### config.mk
export PLATFORM = sky130hd
export DESIGN_NAME = trigger_arm
export DESIGN_NICKNAME = d
export VERILOG_FILES = /design/src/rtl/trigger_pkg.sv /design/src/rtl/sync_edge_detect.sv /design/src/rtl/trigger_arm.sv
export SDC_FILE = /design/constraint.sdc
export NUM_CORES = 1
export LEC_CHECK = 0
export ABC_AREA = 1
export CAP_MARGIN = 20
export CORE_MARGIN = 1.5
export CORE_UTILIZATION = 60
export DETAILED_ROUTE_END_ITERATION = 10
export GPL_TIMING_DRIVEN = 0
export PLACE_DENSITY_LB_ADDON = 0.08
export SLEW_MARGIN = 20
export SYNTH_ARGS = -nofsm -noshare
export SYNTH_HDL_FRONTEND = slang
export SYNTH_SLANG_ARGS = --single-unit
### constraint.sdc
create_clock -name i_CLK -period 9.4 [get_ports i_CLK]
set_input_delay 1.88 -clock i_CLK [delete_from_list [all_inputs] [get_ports i_CLK]]
set_output_delay 1.88 -clock i_CLK [all_outputs]
set_load 0.02 [all_outputs]
### src/rtl/trigger_pkg.sv
// Shared definitions for the trigger arming block: FSM states, edge-select codes
// and the event qualification helper.
package trigger_pkg;

    typedef enum logic [1:0] {
        ST_IDLE      = 2'd0,
        ST_ARMED     = 2'd1,
        ST_WAIT_DONE = 2'd2
    } state_t;

    localparam logic [1:0] SEL_RISE  = 2'b00;
    localparam logic [1:0] SEL_FALL  = 2'b01;
    localparam logic [1:0] SEL_BOTH  = 2'b10;
    localparam logic [1:0] SEL_LEVEL = 2'b11;

    function automatic logic event_hit(
        input logic [1:0] sel,
        input logic       rise,
        input logic       fall,
        input logic       level
    );
        logic hit;
        case (sel)
            SEL_RISE: hit = rise;
            SEL_FALL: hit = fall;
            SEL_BOTH: hit = rise | fall;
            default:  hit = level;
        endcase
        return hit;
    endfunction

endpackage

### src/rtl/sync_edge_detect.sv
// Two-flop synchronizer plus history flop; edge and level flags are registered so
// the arming FSM sees a change three edges after it was first sampled.
module sync_edge_detect (
    input  logic clk,
    input  logic rst_n,
    input  logic din,
    output logic rise,
    output logic fall,
    output logic level
);

    logic sync1;
    logic sync2;
    logic hist;

    always_ff @(posedge clk or negedge rst_n) begin
        if (!rst_n) begin
            sync1 <= 1'b0;
            sync2 <= 1'b0;
            hist  <= 1'b0;
            rise  <= 1'b0;
            fall  <= 1'b0;
            level <= 1'b0;
        end else begin
            sync1 <= din;
            sync2 <= sync1;
            hist  <= sync2;
            rise  <= sync2 & ~hist;
            fall  <= ~sync2 & hist;
            level <= sync2;
        end
    end

endmodule

### src/rtl/trigger_arm.sv
// Arms on request, counts qualifying external events and fires a one-cycle start
// pulse to a downstream trigger, with optional timeout and abort.
module trigger_arm
    import trigger_pkg::*;
#(
    parameter int CNT_W = 16,
    parameter int TMO_W = 32
) (
    input  logic             i_CLK,
    input  logic             i_RST_N,
    input  logic             i_ARM,
    input  logic             i_DISARM,
    input  logic             i_EXT_TRIG,
    input  logic [1:0]       i_EDGE_SEL,
    input  logic [CNT_W-1:0] i_EDGE_COUNT,
    input  logic [TMO_W-1:0] i_TIMEOUT,
    input  logic             i_TRIG_DONE,
    output logic             o_EN,
    output logic             o_ARMED,
    output logic             o_BUSY,
    output logic             o_FIRED,
    output logic             o_TIMEDOUT,
    output logic [CNT_W-1:0] o_EDGE_CNT
);

    localparam logic [CNT_W-1:0] CNT_ONE = {{(CNT_W-1){1'b0}}, 1'b1};
    localparam logic [TMO_W-1:0] TMO_ONE = {{(TMO_W-1){1'b0}}, 1'b1};

    state_t           state;
    logic [1:0]       sel_q;
    logic [CNT_W-1:0] count_q;
    logic [TMO_W-1:0] timeout_q;
    logic [CNT_W-1:0] edge_cnt;
    logic [TMO_W-1:0] tmo_cnt;
    logic             en;
    logic             fired;
    logic             timedout;

    logic             rise;
    logic             fall;
    logic             level;
    logic             hit;
    logic [CNT_W-1:0] target;
    logic [CNT_W-1:0] cnt_inc;
    logic [TMO_W-1:0] tmo_inc;
    logic             fire;
    logic             expire;

    sync_edge_detect u_sync (
        .clk   (i_CLK),
        .rst_n (i_RST_N),
        .din   (i_EXT_TRIG),
        .rise  (rise),
        .fall  (fall),
        .level (level)
    );

    assign hit     = event_hit(sel_q, rise, fall, level);
    assign target  = (count_q == '0) ? CNT_ONE : count_q;
    assign cnt_inc = (edge_cnt == '1) ? edge_cnt : edge_cnt + CNT_ONE;
    assign tmo_inc = tmo_cnt + TMO_ONE;
    assign fire    = hit && (cnt_inc >= target);
    // Firing is evaluated first, so a coincident expiry never suppresses the pulse.
    assign expire  = (timeout_q != '0) && (tmo_inc == timeout_q);

    always_ff @(posedge i_CLK or negedge i_RST_N) begin
        if (!i_RST_N) begin
            state     <= ST_IDLE;
            sel_q     <= 2'b00;
            count_q   <= '0;
            timeout_q <= '0;
            edge_cnt  <= '0;
            tmo_cnt   <= '0;
            en        <= 1'b0;
            fired     <= 1'b0;
            timedout  <= 1'b0;
        end else begin
            en <= 1'b0;
            case (state)
                ST_IDLE: begin
                    if (i_ARM && !i_DISARM) begin
                        sel_q     <= i_EDGE_SEL;
                        count_q   <= i_EDGE_COUNT;
                        timeout_q <= i_TIMEOUT;
                        edge_cnt  <= '0;
                        tmo_cnt   <= '0;
                        fired     <= 1'b0;
                        timedout  <= 1'b0;
                        state     <= ST_ARMED;
                    end
                end
                ST_ARMED: begin
                    if (i_DISARM) begin
                        state <= ST_IDLE;
                    end else begin
                        if (hit) begin
                            edge_cnt <= cnt_inc;
                        end
                        if (fire) begin
                            en    <= 1'b1;
                            state <= ST_WAIT_DONE;
                        end else begin
                            tmo_cnt <= tmo_inc;
                            if (expire) begin
                                timedout <= 1'b1;
                                state    <= ST_IDLE;
                            end
                        end
                    end
                end
                ST_WAIT_DONE: begin
                    if (i_DISARM) begin
                        state <= ST_IDLE;
                    end else if (i_TRIG_DONE) begin
                        fired <= 1'b1;
                        state <= ST_IDLE;
                    end
                end
                default: state <= ST_IDLE;
            endcase
        end
    end

    assign o_EN       = en;
    assign o_ARMED    = (state == ST_ARMED);
    assign o_BUSY     = (state != ST_IDLE);
    assign o_FIRED    = fired;
    assign o_TIMEDOUT = timedout;
    assign o_EDGE_CNT = edge_cnt;

endmodule

==> results_tabular.tex, run 1 <==
\begin{tabular}{lr}
\hline
Metric & Value \\
\hline
\multicolumn{2}{l}{\textbf{Clock tree}} \\
\quad Number of clock buffers inserted by TritonCTS & 9 \\
\quad CTS H-tree lvls & 3 \\
\quad Clock latency at the later pin of the worst-skew pair & 0.41 ns \\
\quad \# hold bufs at CTS & 0 \\
\quad TritonCTS clock tree & done \\
\quad Number of post-CTS setup repair buffers & 0 \\
\quad Clk sinks & 108 \\
\quad Post-CTS Resized & 0 \\
\quad CTS root buf & clkbuf\_8 \\
\quad Clock Pin Slew Worst Setup and Hold Paths & 0.12 ns \\
\quad Worst-case clock buffer depth & 2 \\
\multicolumn{2}{l}{\textbf{Cells and area}} \\
\quad Share of post-route cells with drive strength above 1 & $\sim$4.7\% \\
\quad Total Nets Final & 1118 \\
\quad N\_diodes & 0 \\
\quad Fin util & 72.22\% \\
\quad Area growth from synthesis to final layout & 17.79\% \\
\quad Number of filler cells placed in the layout & about 920 \\
\multicolumn{2}{l}{\textbf{Timing}} \\
\quad Max Clock Freq & 209.9 MHz \\
\quad Max Transition Viols Final & 0 \\
\quad Rel. slew slack & 44.15\% \\
\quad Minimum clock period after layout & 4.765 ns \\
\quad Final cycle utilization of the critical path & 50.69\% \\
\quad Number of failing hold endpoints at the final stage & 0 \\
\quad Final setup TNS & 0 ns \\
\quad Max Clock Skew & 0.01440 ns \\
\quad Final number of setup-violating endpoints & 0 \\
\quad Worst Tran Pin Value & approximately 0.84 ns \\
\quad Setup repair after global routing missed its margin & false \\
\multicolumn{2}{l}{\textbf{GRT}} \\
\quad Total GRT Usage & 33.49\% \\
\quad Antenna violations before repair & 0 \\
\quad Via count of the first global-routing pass & 6128 \\
\quad GR Overflow Total & 0 \\
\quad Global-route wire length before repair & 29780 um \\
\quad Pin count of the biggest net entering global routing & 57 \\
\multicolumn{2}{l}{\textbf{Logic synthesis}} \\
\quad Post-synthesis area per instance & between 6 and 7 sq um \\
\quad Post-Synthesis Cells & approximately 960 \\
\quad Portion of the post-synthesis area used by sequential elements & 40.66\% \\
\quad Number of synthesized flops with an enable pin & 0 \\
\quad Ranking of synthesized cells by area & dfrtp\_1, nand2\_1, inv\_1, nand3\_1, o21ai\_0 \\
\quad Adder-cell share of the synthesized area & 3.389\% \\
\quad Post-synth net total & 1030 \\
\quad Simple-Gate Fraction of Synth Area & 36.31\% \\
\quad Area of the mapped netlist & 6646 sq um \\
\quad Cell type with the highest aggregate area in the netlist & dfrtp\_1 \\
\quad Synth top area share & 40.66\% \\
\quad Count of unique library cells instantiated by Yosys & 39 \\
\quad Flop and latch count out of synthesis & 108 \\
\quad Multiplexer area fraction after synthesis & 0\% \\
\quad Fraction of synthesis flops using an asynchronous set or reset pin & 100.0\% \\
\quad Compound-cell area share of the yosys netlist & 9.846\% \\
\quad Most used standard cell by instance count after synthesis & nand2\_1 \\
\quad Number of synthesis warnings & 0 \\
\quad Main combinational cell family by area after synthesis & simple AND/OR/NAND/NOR gates \\
\quad Predominant post-synthesis flop cell & dfrtp\_1 \\
\quad Area share of xor/xnor cells in the synthesized design & around 1.2\% \\
\quad Most instantiated cells after synthesis & nand2\_1, inv\_1, dfrtp\_1 \\
\multicolumn{2}{l}{\textbf{Route}} \\
\quad Drt drc & 0 \\
\quad Pre-Repair DR Iteration Count & 7 \\
\quad DR WL/cell & 15.53 um \\
\quad Via-per-instance ratio & 5.604 \\
\quad Remaining antenna violation count after routing & 0 \\
\quad Routed wire length & 18470 um \\
\quad Starting DRC count in detailed routing & 563 \\
\quad Overall via count from detail\_route & 6663 \\
\multicolumn{2}{l}{\textbf{Die}} \\
\quad Number of I/O pins & 77 \\
\quad Width of the die & 108.3 um \\
\quad Die ar. & $\sim$12000 sq um \\
\quad Placeable core region & 10840 sq um \\
\quad Placement row count & 38 \\
\quad Floorplan die height & about 110 um \\
\quad Starting density of the core & about three fifths \\
\multicolumn{2}{l}{\textbf{Run status}} \\
\quad Result of the run & finished clean \\
\multicolumn{2}{l}{\textbf{Critical path}} \\
\quad Worst R2R End & tmo\_cnt[28]\$\_DFFE\_PN0P\_ \\
\quad Worst setup path end & o\_ARMED \\
\quad Reg-to-Reg Start & o\_EDGE\_CNT[1]\$\_DFFE\_PN0P\_ \\
\quad Type of element capturing the critical path & output port \\
\quad Start-to-end type of the worst setup path & flop to output port \\
\quad Flop2flop setup slack & about 5 ns \\
\quad Slowest-stage cell, CP & clkdlybuf4s50\_1 \\
\quad Crit Path Max Fanout & 10 \\
\quad Worst setup path startpoint & state[0]\$\_DFFE\_PN0P\_ \\
\quad Endpoint required time on the critical path & 7.52 ns \\
\quad CP arrival & 2.88 ns \\
\quad Critical Path Source Type & flop \\
\quad Cell breakdown of the critical path & inv\_1, nor2\_1, clkbuf\_1, clkbuf\_1, clkdlybuf4s50\_1 \\
\quad Most common cell type on the critical path & clkbuf\_1 \\
\quad Critical path's largest stage delay & 0.73 ns \\
\quad Number of cell instances on the worst register-to-register path & 24 \\
\multicolumn{2}{l}{\textbf{Place}} \\
\quad DPL Wire Length & 13930 um \\
\quad Weighted congestion reported at the end of routability-driven placement & 0.9401 \\
\quad IO Port Bufs & 76 \\
\multicolumn{2}{l}{\textbf{Power}} \\
\quad Power per Cell Area & about 160 nW/um\^{}2 \\
\quad VDD IR max & 0.0001337 V \\
\quad Leakage power & between 3 and 4 nW \\
\multicolumn{2}{l}{\textbf{Job}} \\
\quad Count of max-cap constraint violations & 0 \\
\multicolumn{2}{l}{\textbf{Min path}} \\
\quad Hold/Removal Path Class & flop to flop \\
\hline
\end{tabular}
worst min path at each step:
stage,depth (start not counted),endpoint,startpoint
5_1_grt,0,u_sync.sync2$_DFF_PN0_,u_sync.sync1$_DFF_PN0_
2_1_floorplan,0,u_sync.sync2$_DFF_PN0_,u_sync.sync1$_DFF_PN0_
3_3_place_gp,0,u_sync.sync2$_DFF_PN0_,u_sync.sync1$_DFF_PN0_
4_1_cts,0,u_sync.sync2$_DFF_PN0_,u_sync.sync1$_DFF_PN0_
3_5_place_dp,0,u_sync.sync2$_DFF_PN0_,u_sync.sync1$_DFF_PN0_
6_report,0,u_sync.sync2$_DFF_PN0_,u_sync.sync1$_DFF_PN0_
cell type report:
class,instances,area [sq um],area share (%)
Timing Repair Buffer,77,789.5,10.08
Tap cell,140,175.2,2.237
Inverter,130,488.0,6.233
Clock buffer,9,123.9,1.582
Buffer,22,83.83,1.071
Multi-Input combinational cell,696,3372,43.07
Clock inverter,7,93.84,1.199
Sequential cell,108,2703,34.52
registers in the layout, summed over array words and instances (netlist names):
name and flops:
tmo_cnt 32, timeout_q 32, o_EDGE_CNT 16, o_FIRED 1
sel_q 2, u_sync.sync1 1, count_q 16, u_sync.rise 1
state 2, o_TIMEDOUT 1, u_sync.sync2 1, u_sync.fall 1
u_sync.hist 1, o_EN 1
power breakdown:
group	leakage (nW)	switching, W	total (W)	internal (W)
Sequential	1.42	0.0000566	0.000587	0.000530
Combinational	2.19	0.000211	0.000338	0.000127
Clock	0.112	0.000191	0.000322	0.000131
placed cells by master (no fill, tap or decap), drive strengths merged, types with 5 or more instances in the layout:
cell,instances
xor2,8
nand4,14
nor4,6
buf,6
clkinv,5
o31ai,10
nor3,11
dfrtp,108
clkbuf,27
nand2,329
nand3b,5
nor2,90
ha,18
nand3,94
o21ai,78
inv,131
a21oi,13
clkdlybuf4s50,75
o22ai,9
metal layers:
| layer | vias to the layer above | GRT usage [%] | share of wire [%] | wire length [um] |
|---|---|---|---|---|
| met4 | 0 | 13.35 | 2.8 | 523 |
| met5 | - | 0 | 0 | 0 |
| met1 | 3102 | 44.42 | 42 | 7769 |
| met2 | 277 | 54.48 | 48 | 8783 |
| met3 | 36 | 6.088 | 7.5 | 1394 |
| li1 | 3248 | - | - | - |
critical path: cells and delay by family, from the launching register on:
family | cells | cell delay (ns)
buffers and inverters | 4 | 1.92
flip-flops | 1 | 0.39
AND/OR/NAND/NOR | 1 | 0.17
stage by stage:
stage | total power [W] | worst slack [ns] | cell area (sq um) | cells | hold slack [ns]
finish | 0.001247 | 4.635 | 7829 | 1189 | 0.3723
floorplan | 0.0007903 | 5.955 | 6646 | 956 | 0.3312
CTS | 0.001242 | 4.681 | 7829 | 1189 | 0.3733
detailed placement | 0.0009260 | 5.126 | 7611 | 1173 | 0.3372
global placement | 0.0009161 | 2.317 | 7582 | 1172 | 0.3361
global route | 0.001317 | 4.514 | 7829 | 1189 | 0.3948
cell families (layout without fill, tap and decap cells):
group	after synthesis	count (layout)
AOI/OAI and AO/OA	118	118
xor gates and xnor gates	9	9
adders and majority gates	18	18
buffers and inverters	152	245
DFF	108	108
and+or+nand+nor	551	551
No activity file was read; power rests on OpenSTA's default activity.
==> run 2, diff against run 1 <==
--- a/config.mk
+++ b/config.mk
@@ -8,7 +8,7 @@
 export ABC_AREA = 1
 export CAP_MARGIN = 20
 export CORE_MARGIN = 1.5
-export CORE_UTILIZATION = 60
+export CORE_UTILIZATION = 57
 export DETAILED_ROUTE_END_ITERATION = 10
 export GPL_TIMING_DRIVEN = 0
 export PLACE_DENSITY_LB_ADDON = 0.08
==> constraint.sdc (replaced) <==
create_clock -name i_CLK -period 4.9 [get_ports i_CLK]
set_input_delay 0.98 -clock i_CLK [delete_from_list [all_inputs] [get_ports i_CLK]]
set_output_delay 0.98 -clock i_CLK [all_outputs]
set_load 0.02 [all_outputs]
==> run 2 against run 1 <==
Clock skew is 0.0022 ns lower. Cell count increased by 0.25%. Sequential cell count unchanged. Highest routed layer unchanged. Via count fell by 2.2%. Sequential share of layout area shrank 0.31 points. Largest cell class unchanged. Core utilization decreased by 3.0 points. First-iteration DRC count shrank 19%. Clock-buffer cell count stayed put.
==> results_tabular.tex, run 2 (same netlist as run 1, synthesis figures left out) <==
\begin{tabular}{lr}
\hline
Metric & Value \\
\hline
\multicolumn{2}{l}{\textbf{Run status}} \\
\quad Result of the run & finished clean \\
\multicolumn{2}{l}{\textbf{GRT}} \\
\quad Total GRT Usage & 30.99\% \\
\quad GR Overflow Total & 0 \\
\quad Via count of the first global-routing pass & 6228 \\
\quad Global-route wire length before repair & roughly 30000 um \\
\quad Antenna violations before repair & 0 \\
\quad Pin count of the biggest net entering global routing & 81 \\
\multicolumn{2}{l}{\textbf{Route}} \\
\quad Via-per-instance ratio & 5.465 \\
\quad Wl on met1 & 7920 um \\
\quad Overall via count from detail\_route & 6514 \\
\quad Met3 wirelength from detailed routing & approximately 990 um \\
\quad Highest Signal Layer & met4 \\
\quad Starting DRC count in detailed routing & roughly 450 \\
\quad Drt drc & 0 \\
\quad Pre-Repair DR Iteration Count & 5 \\
\quad Remaining antenna violation count after routing & 0 \\
\quad Routed wire length & 18320 um \\
\quad DR WL/cell & 15.37 um \\
\quad Routed length on met2 & 8806 um \\
\multicolumn{2}{l}{\textbf{Critical path}} \\
\quad Critical Path Source Type & flop \\
\quad Flop2flop setup slack & 0.59 ns \\
\quad Endpoint required time on the critical path & 5.18 ns \\
\quad Crit Path Max Fanout & 10 \\
\quad Start-to-end type of the worst setup path & flop to flop \\
\quad Number of cell instances on the worst register-to-register path & 25 \\
\quad Worst setup path end & tmo\_cnt[23]\$\_DFFE\_PN0P\_ \\
\quad Reg-to-Reg Start & o\_EDGE\_CNT[0]\$\_DFFE\_PN0P\_ \\
\quad Worst R2R End & tmo\_cnt[23]\$\_DFFE\_PN0P\_ \\
\quad Worst setup path startpoint & o\_EDGE\_CNT[0]\$\_DFFE\_PN0P\_ \\
\quad CP arrival & 4.58 ns \\
\quad Type of element capturing the critical path & flop \\
\multicolumn{2}{l}{\textbf{Cells and area}} \\
\quad Sequential cell area & 2703 sq um \\
\quad Commonest non-fill, non-tap cells in the layout & nand2\_1, inv\_1, dfrtp\_1 \\
\quad Most common library cell in the layout ignoring fill and taps & nand2\_1 \\
\quad Largest registers & timeout\_q x32, tmo\_cnt x32 \\
\quad Number of filler cells placed in the layout & 1020 \\
\quad N\_diodes & 0 \\
\quad Multi-input logic area & roughly 3400 sq um \\
\quad Total Nets Final & 1118 \\
\quad Fin util & between 60 and 70\% \\
\quad Share of post-route cells with drive strength above 1 & 4.671\% \\
\quad Area growth from synthesis to final layout & 18.84\% \\
\quad Non-filler instance count after layout & 1192 \\
\multicolumn{2}{l}{\textbf{Clock tree}} \\
\quad Worst-case clock buffer depth & 2 \\
\quad TritonCTS clock tree & done \\
\quad CTS root buf & clkbuf\_16 \\
\quad Number of post-CTS setup repair buffers & 0 \\
\quad Clk sinks & approximately 110 \\
\quad Number of clock buffers inserted by TritonCTS & 9 \\
\quad \# hold bufs at CTS & 0 \\
\quad Clock Pin Slew Worst Setup and Hold Paths & $\sim$0.080 ns \\
\quad Clock latency at the later pin of the worst-skew pair & 0.36 ns \\
\quad CTS H-tree lvls & 3 \\
\quad Post-CTS Resized & 0 \\
\multicolumn{2}{l}{\textbf{Timing}} \\
\quad Setup repair after global routing missed its margin & false \\
\quad Rel. slew slack & 47.60\% \\
\quad Worst hold slack across all endpoints & 0.3603 ns \\
\quad Max Clock Skew & 0.01215 ns \\
\quad Final number of setup-violating endpoints & 0 \\
\quad Worst Tran Pin Value & 0.7860 ns \\
\quad Minimum clock period after layout & 4.309 ns \\
\quad Max Transition Viols Final & 0 \\
\quad Final setup slack of the worst path & around 0.59 ns \\
\quad Max Clock Freq & approximately 230 MHz \\
\quad Number of failing hold endpoints at the final stage & 0 \\
\quad Final cycle utilization of the critical path & 87.93\% \\
\multicolumn{2}{l}{\textbf{Min path}} \\
\quad Depth of the worst hold-timing path & 0 \\
\quad Hold/Removal Path Class & flop to flop \\
\multicolumn{2}{l}{\textbf{Power}} \\
\quad Power per Cell Area & 312.4 nW/um\^{}2 \\
\quad Leakage power & 3.744 nW \\
\quad VDD IR max & 0.0003224 V \\
\quad Total power after layout & $\sim$0.0025 W \\
\multicolumn{2}{l}{\textbf{Die}} \\
\quad Placement row count & 39 \\
\quad Starting density of the core & around three fifths \\
\quad Width of the die & 111.0 um \\
\quad Floorplan die height & 111.0 um \\
\quad Placeable core region & about 11000 sq um \\
\quad Number of I/O pins & 77 \\
\quad Die ar. & around 12000 sq um \\
\multicolumn{2}{l}{\textbf{Place}} \\
\quad IO Port Bufs & 76 \\
\quad Total placed cells including tap cells & 1176 \\
\quad DPL Wire Length & 13970 um \\
\quad Post-Place Worst Slack & 0.6094 ns \\
\quad Weighted congestion reported at the end of routability-driven placement & 0.9419 \\
\multicolumn{2}{l}{\textbf{Job}} \\
\quad Count of max-cap constraint violations & 0 \\
\hline
\end{tabular}
## run 2: cell count changes in the layout (fill, tap and decap cells not counted), sizes merged
cell / change
clkinv: +1
bufinv: -1
## run 2: stage by stage
stage               cell area, sq um  setup TNS, ns
global placement                7586        -136.18
finish                          7899              0
CTS                             7899              0
detailed placement              7615              0
global route                    7899              0
floorplan                       6646              0
## run 2: critical path, stage by stage (launching register included)
cell and delay [ns]:
dfrtp_1 0.38, ha_1 0.18, inv_1 0.05, nor2_1 0.21
nand3_1 0.15, nor2_2 0.14, nand3_1 0.11, nor2_2 0.18
nand2_2 0.12, inv_2 0.11, nor2_1 0.06, nand3_1 0.08
xor2_1 0.18, inv_1 0.08, ha_1 0.31, a21oi_1 0.16
o21a_1 0.13, nand2_1 0.05, nand2_1 0.05, nand3_1 0.10
nand3_1 0.15, nand2_1 0.15, inv_1 0.25, clkbuf_1 0.55
nand4_1 0.16, o21ai_0 0.12
## run 2: area by class of cell
| cell class | count | area share (%) |
|---|---|---|
| multi-input combinational | 696 | 42.69 |
| sequential | 108 | 34.22 |
| timing repair buffer | 77 | 9.995 |
| inverter | 130 | 6.178 |
| clock buffer | 9 | 2.851 |
| tap | 143 | 2.265 |
| buffer | 22 | 1.061 |
| clock inverter | 7 | 0.7445 |
## run 2: routing by layer
| metal | vias up | track usage (%) |
|---|---|---|
| met2 | 194 | 52.39 |
| met4 | 0 | 11.88 |
| li1 | 3247 | - |
| met3 | 42 | 6.452 |
| met5 | - | 0 |
| met1 | 3031 | 39.15 |
## run 2: worst min-delay path by stage
| stage | slack [ns] | endpoint | start |
|---|---|---|---|
| after floorplan | 0.33 | u_sync.sync2$_DFF_PN0_ | u_sync.sync1$_DFF_PN0_ |
| after global placement | 0.34 | u_sync.sync2$_DFF_PN0_ | u_sync.sync1$_DFF_PN0_ |
| after detailed placement | 0.34 | u_sync.sync2$_DFF_PN0_ | u_sync.sync1$_DFF_PN0_ |
| after CTS | 0.36 | u_sync.sync2$_DFF_PN0_ | u_sync.sync1$_DFF_PN0_ |
| after global routing | 0.37 | u_sync.sync2$_DFF_PN0_ | u_sync.sync1$_DFF_PN0_ |
| final | 0.36 | u_sync.sync2$_DFF_PN0_ | u_sync.sync1$_DFF_PN0_ |
## run 2: where the power goes
part / total, W / internal (W) / switching, W
registers: 0.00112 / 0.00102 / 0.000105
logic: 0.000634 / 0.000243 / 0.000391
clock network: 0.000710 / 0.000354 / 0.000356
==> run 3, diff against run 2 <==
--- a/config.mk
+++ b/config.mk
@@ -12,6 +12,7 @@
 export DETAILED_ROUTE_END_ITERATION = 10
 export GPL_TIMING_DRIVEN = 0
 export PLACE_DENSITY_LB_ADDON = 0.08
+export RECOVER_POWER = 50
 export SLEW_MARGIN = 20
 export SYNTH_ARGS = -nofsm -noshare
 export SYNTH_HDL_FRONTEND = slang
==> constraint.sdc (replaced) <==
create_clock -name i_CLK -period 4.52 [get_ports i_CLK]
set_input_delay 0.904 -clock i_CLK [delete_from_list [all_inputs] [get_ports i_CLK]]
set_output_delay 0.904 -clock i_CLK [all_outputs]
set_load 0.02 [all_outputs]
==> run 3 against run 2 <==
Critical endpoint is now tmo_cnt[0]$_DFFE_PN0P_. Register-to-register slack got worse by 0.10 ns. The run now ends with max-capacitance violations, max-slew violations left. Largest cell class unchanged. Sequential share of layout area grew 0.076 points. Power is 8.5% higher. Largest power group unchanged. Core utilization is 0.15 points lower. Maximum frequency increased by 6.9%.
==> results_tabular.tex, run 3 (same netlist as run 1, synthesis figures left out) <==
\begin{tabular}{lr}
\hline
Metric & Value \\
\hline
\multicolumn{2}{l}{\textbf{Place}} \\
\quad Weighted congestion reported at the end of routability-driven placement & $\sim$0.94 \\
\quad Post-Place Worst Slack & between 0.2 and 0.25 ns \\
\quad DPL Wire Length & 13970 um \\
\quad IO Port Bufs & 76 \\
\multicolumn{2}{l}{\textbf{Critical path}} \\
\quad Critical Path Source Type & flop \\
\quad Endpoint required time on the critical path & between 4 and 5 ns \\
\quad Cell breakdown of the critical path & ha\_1, inv\_1, nor2\_1, nand3\_1, nor2\_2, nand3\_1, nor2\_2, nand2\_2, nand2\_1, nor2\_1, nand3\_1, xor2\_1, inv\_1, ha\_1, nand4\_1, nor3\_1, nand3\_1, nand3\_1, nand3\_1, nand2\_2, inv\_1, clkbuf\_4, nand3\_1, o21ai\_0 \\
\quad Start-to-end type of the worst setup path & flop to flop \\
\quad Worst path bufs/invs & 4 \\
\quad Kind of cell adding the most delay to the critical path & simple AND/OR/NAND/NOR gates \\
\quad Slowest-stage cell, CP & dfrtp\_1 \\
\quad Critical path's largest stage delay & 0.38 ns \\
\quad Type of element capturing the critical path & flop \\
\quad Most common cell type on the critical path & nand3\_1 \\
\quad CP arrival & 4.27 ns \\
\quad Crit Path Max Fanout & 10 \\
\multicolumn{2}{l}{\textbf{Timing}} \\
\quad Max Transition Viols Final & 111 \\
\quad Final cycle utilization of the critical path & between 80\% and 90\% \\
\quad Rel. slew slack & -31.57\% \\
\quad Number of failing hold endpoints at the final stage & 0 \\
\quad Worst Tran Pin Value & 1.973 ns \\
\quad Minimum clock period after layout & 4.032 ns \\
\quad Max Clock Skew & 0.01183 ns \\
\quad Final number of setup-violating endpoints & 0 \\
\quad Final setup slack of the worst path & 0.4881 ns \\
\quad Setup repair after global routing missed its margin & false \\
\quad Max Clock Freq & between 200 and 250 MHz \\
\multicolumn{2}{l}{\textbf{Route}} \\
\quad Routed wire length & 18330 um \\
\quad Highest Signal Layer & met4 \\
\quad Remaining antenna violation count after routing & 0 \\
\quad Routed length on met2 & $\sim$8800 um \\
\quad Pre-Repair DR Iteration Count & 5 \\
\quad Via-per-instance ratio & 5.461 \\
\quad Drt drc & 0 \\
\quad Starting DRC count in detailed routing & 551 \\
\quad Met3 wirelength from detailed routing & 1158 um \\
\quad Wl on met1 & slightly below 8000 um \\
\quad Overall via count from detail\_route & 6510 \\
\quad DR WL/cell & 15.37 um \\
\multicolumn{2}{l}{\textbf{Die}} \\
\quad Die ar. & 12320 sq um \\
\quad Number of I/O pins & 77 \\
\quad Floorplan die height & 111.0 um \\
\quad Width of the die & 111.0 um \\
\quad Placement row count & 39 \\
\quad Placeable core region & approximately 11000 sq um \\
\quad Starting density of the core & 58.21\% \\
\multicolumn{2}{l}{\textbf{Clock tree}} \\
\quad TritonCTS clock tree & done \\
\quad Clk sinks & 108 \\
\quad CTS H-tree lvls & 3 \\
\quad Clock latency at the later pin of the worst-skew pair & 0.36 ns \\
\quad \# hold bufs at CTS & 0 \\
\quad Clock Pin Slew Worst Setup and Hold Paths & roughly 0.080 ns \\
\quad CTS root buf & clkbuf\_16 \\
\quad Worst-case clock buffer depth & 2 \\
\quad Number of post-CTS setup repair buffers & 0 \\
\quad Number of clock buffers inserted by TritonCTS & 9 \\
\quad Post-CTS Resized & 0 \\
\multicolumn{2}{l}{\textbf{GRT}} \\
\quad Global-route wire length before repair & 30020 um \\
\quad Total GRT Usage & 30.99\% \\
\quad Pin count of the biggest net entering global routing & 81 \\
\quad GR Overflow Total & 0 \\
\quad Via count of the first global-routing pass & 6228 \\
\quad Antenna violations before repair & 0 \\
\multicolumn{2}{l}{\textbf{Cells and area}} \\
\quad N\_diodes & 0 \\
\quad Share of post-route cells with drive strength above 1 & 5.243\% \\
\quad Fin util & 69.02\% \\
\quad Most common library cell in the layout ignoring fill and taps & nand2\_1 \\
\quad Total Nets Final & 1118 \\
\quad Commonest non-fill, non-tap cells in the layout & nand2\_1, inv\_1, dfrtp\_1 \\
\quad Largest registers & timeout\_q x32, tmo\_cnt x32 \\
\quad Area growth from synthesis to final layout & 18.58\% \\
\multicolumn{2}{l}{\textbf{Min path}} \\
\quad Hold/Removal Path Class & flop to flop \\
\multicolumn{2}{l}{\textbf{Run status}} \\
\quad Result of the run & finished, violations left \\
\quad Violations in the final reports & max-capacitance violations, max-slew violations \\
\multicolumn{2}{l}{\textbf{Power}} \\
\quad Leakage power & 3.768 nW \\
\quad VDD IR max & 0.0003489 V \\
\quad Power per Cell Area & approximately 340 nW/um\^{}2 \\
\multicolumn{2}{l}{\textbf{Job}} \\
\quad Count of max-cap constraint violations & 2 \\
\hline
\end{tabular}
run 3: cell count changes in the layout (fill, tap and decap cells not counted):
cell | before | now
nand2_1 | 317 | 316
buf_2 | 1 | 2
buf_6 | 1 | 0
nand2_2 | 10 | 11
clkbuf_1 | 18 | 14
dlygate4sd3_1 | 0 | 6
clkdlybuf4s50_1 | 75 | 69
buf_16 | 1 | 0
buf_1 | 3 | 2
clkbuf_2 | 0 | 5
clkbuf_4 | 0 | 1
run 3: area by class of cell:
class / count / area, sq um
inverters: 130 / 488.0
multi-input cells: 696 / 3374
clock inverters: 7 / 58.81
repair buffers: 77 / 759.5
fillers: 1023 / 3537
flip-flops and latches: 108 / 2703
well taps: 143 / 178.9
plain buffers: 22 / 93.84
clock buffers: 9 / 225.2
run 3: metal layers:
metal	vias up	global-route usage (%)
met5	-	0
met4	0	11.88
met3	40	6.452
met2	221	52.39
met1	3004	39.15
li1	3245	-
run 3: worst register-to-register path, delay by kind of cell, from the launching register on:
| family | cells | cell delay [ns] |
|---|---|---|
| and+or+nand+nor | 16 | 2.17 |
| xor gates and xnor gates | 1 | 0.24 |
| buffers and inverters | 4 | 0.54 |
| DFF | 1 | 0.38 |
| AOI/OAI and AO/OA | 1 | 0.11 |
| adders and majority gates | 2 | 0.45 |
run 3: worst paths after layout:
path                                            from                       to  slack (ns)  cells after the start
min in group asynchronous                    i_RST_N  tmo_cnt[23]$_DFFE_PN0P_        0.90                      1
min                           u_sync.sync1$_DFF_PN0_   u_sync.sync2$_DFF_PN0_        0.36                      0
max in group asynchronous                    i_RST_N      o_FIRED$_DFFE_PN0P_        0.98                      2
min reg2reg                   u_sync.sync1$_DFF_PN0_   u_sync.sync2$_DFF_PN0_        0.36                      0
max reg2reg                o_EDGE_CNT[0]$_DFFE_PN0P_   tmo_cnt[0]$_DFFE_PN0P_        0.49                     24
max                        o_EDGE_CNT[0]$_DFFE_PN0P_   tmo_cnt[0]$_DFFE_PN0P_        0.49                     24
run 3: per-stage QoR:
step                area, sq um  instances  TNS [ns]  hold WS, ns  total power [W]
floorplan                  6646        956         0       0.3312         0.001644
global placement           7586       1175   -169.01       0.3413         0.001897
detailed placement         7615       1176         0       0.3404         0.001918
CTS                        7899       1192         0       0.3635         0.002685
global route               7881       1192         0       0.3673         0.002836
finish                     7881       1192         0       0.3603         0.002676
run 3: power by group:
group          internal [W]  total, W  switching, W  leakage (nW)
Combinational      0.000263  0.000687      0.000424          2.21
Clock              0.000384  0.000772      0.000388         0.144
Sequential          0.00110   0.00122      0.000114          1.42
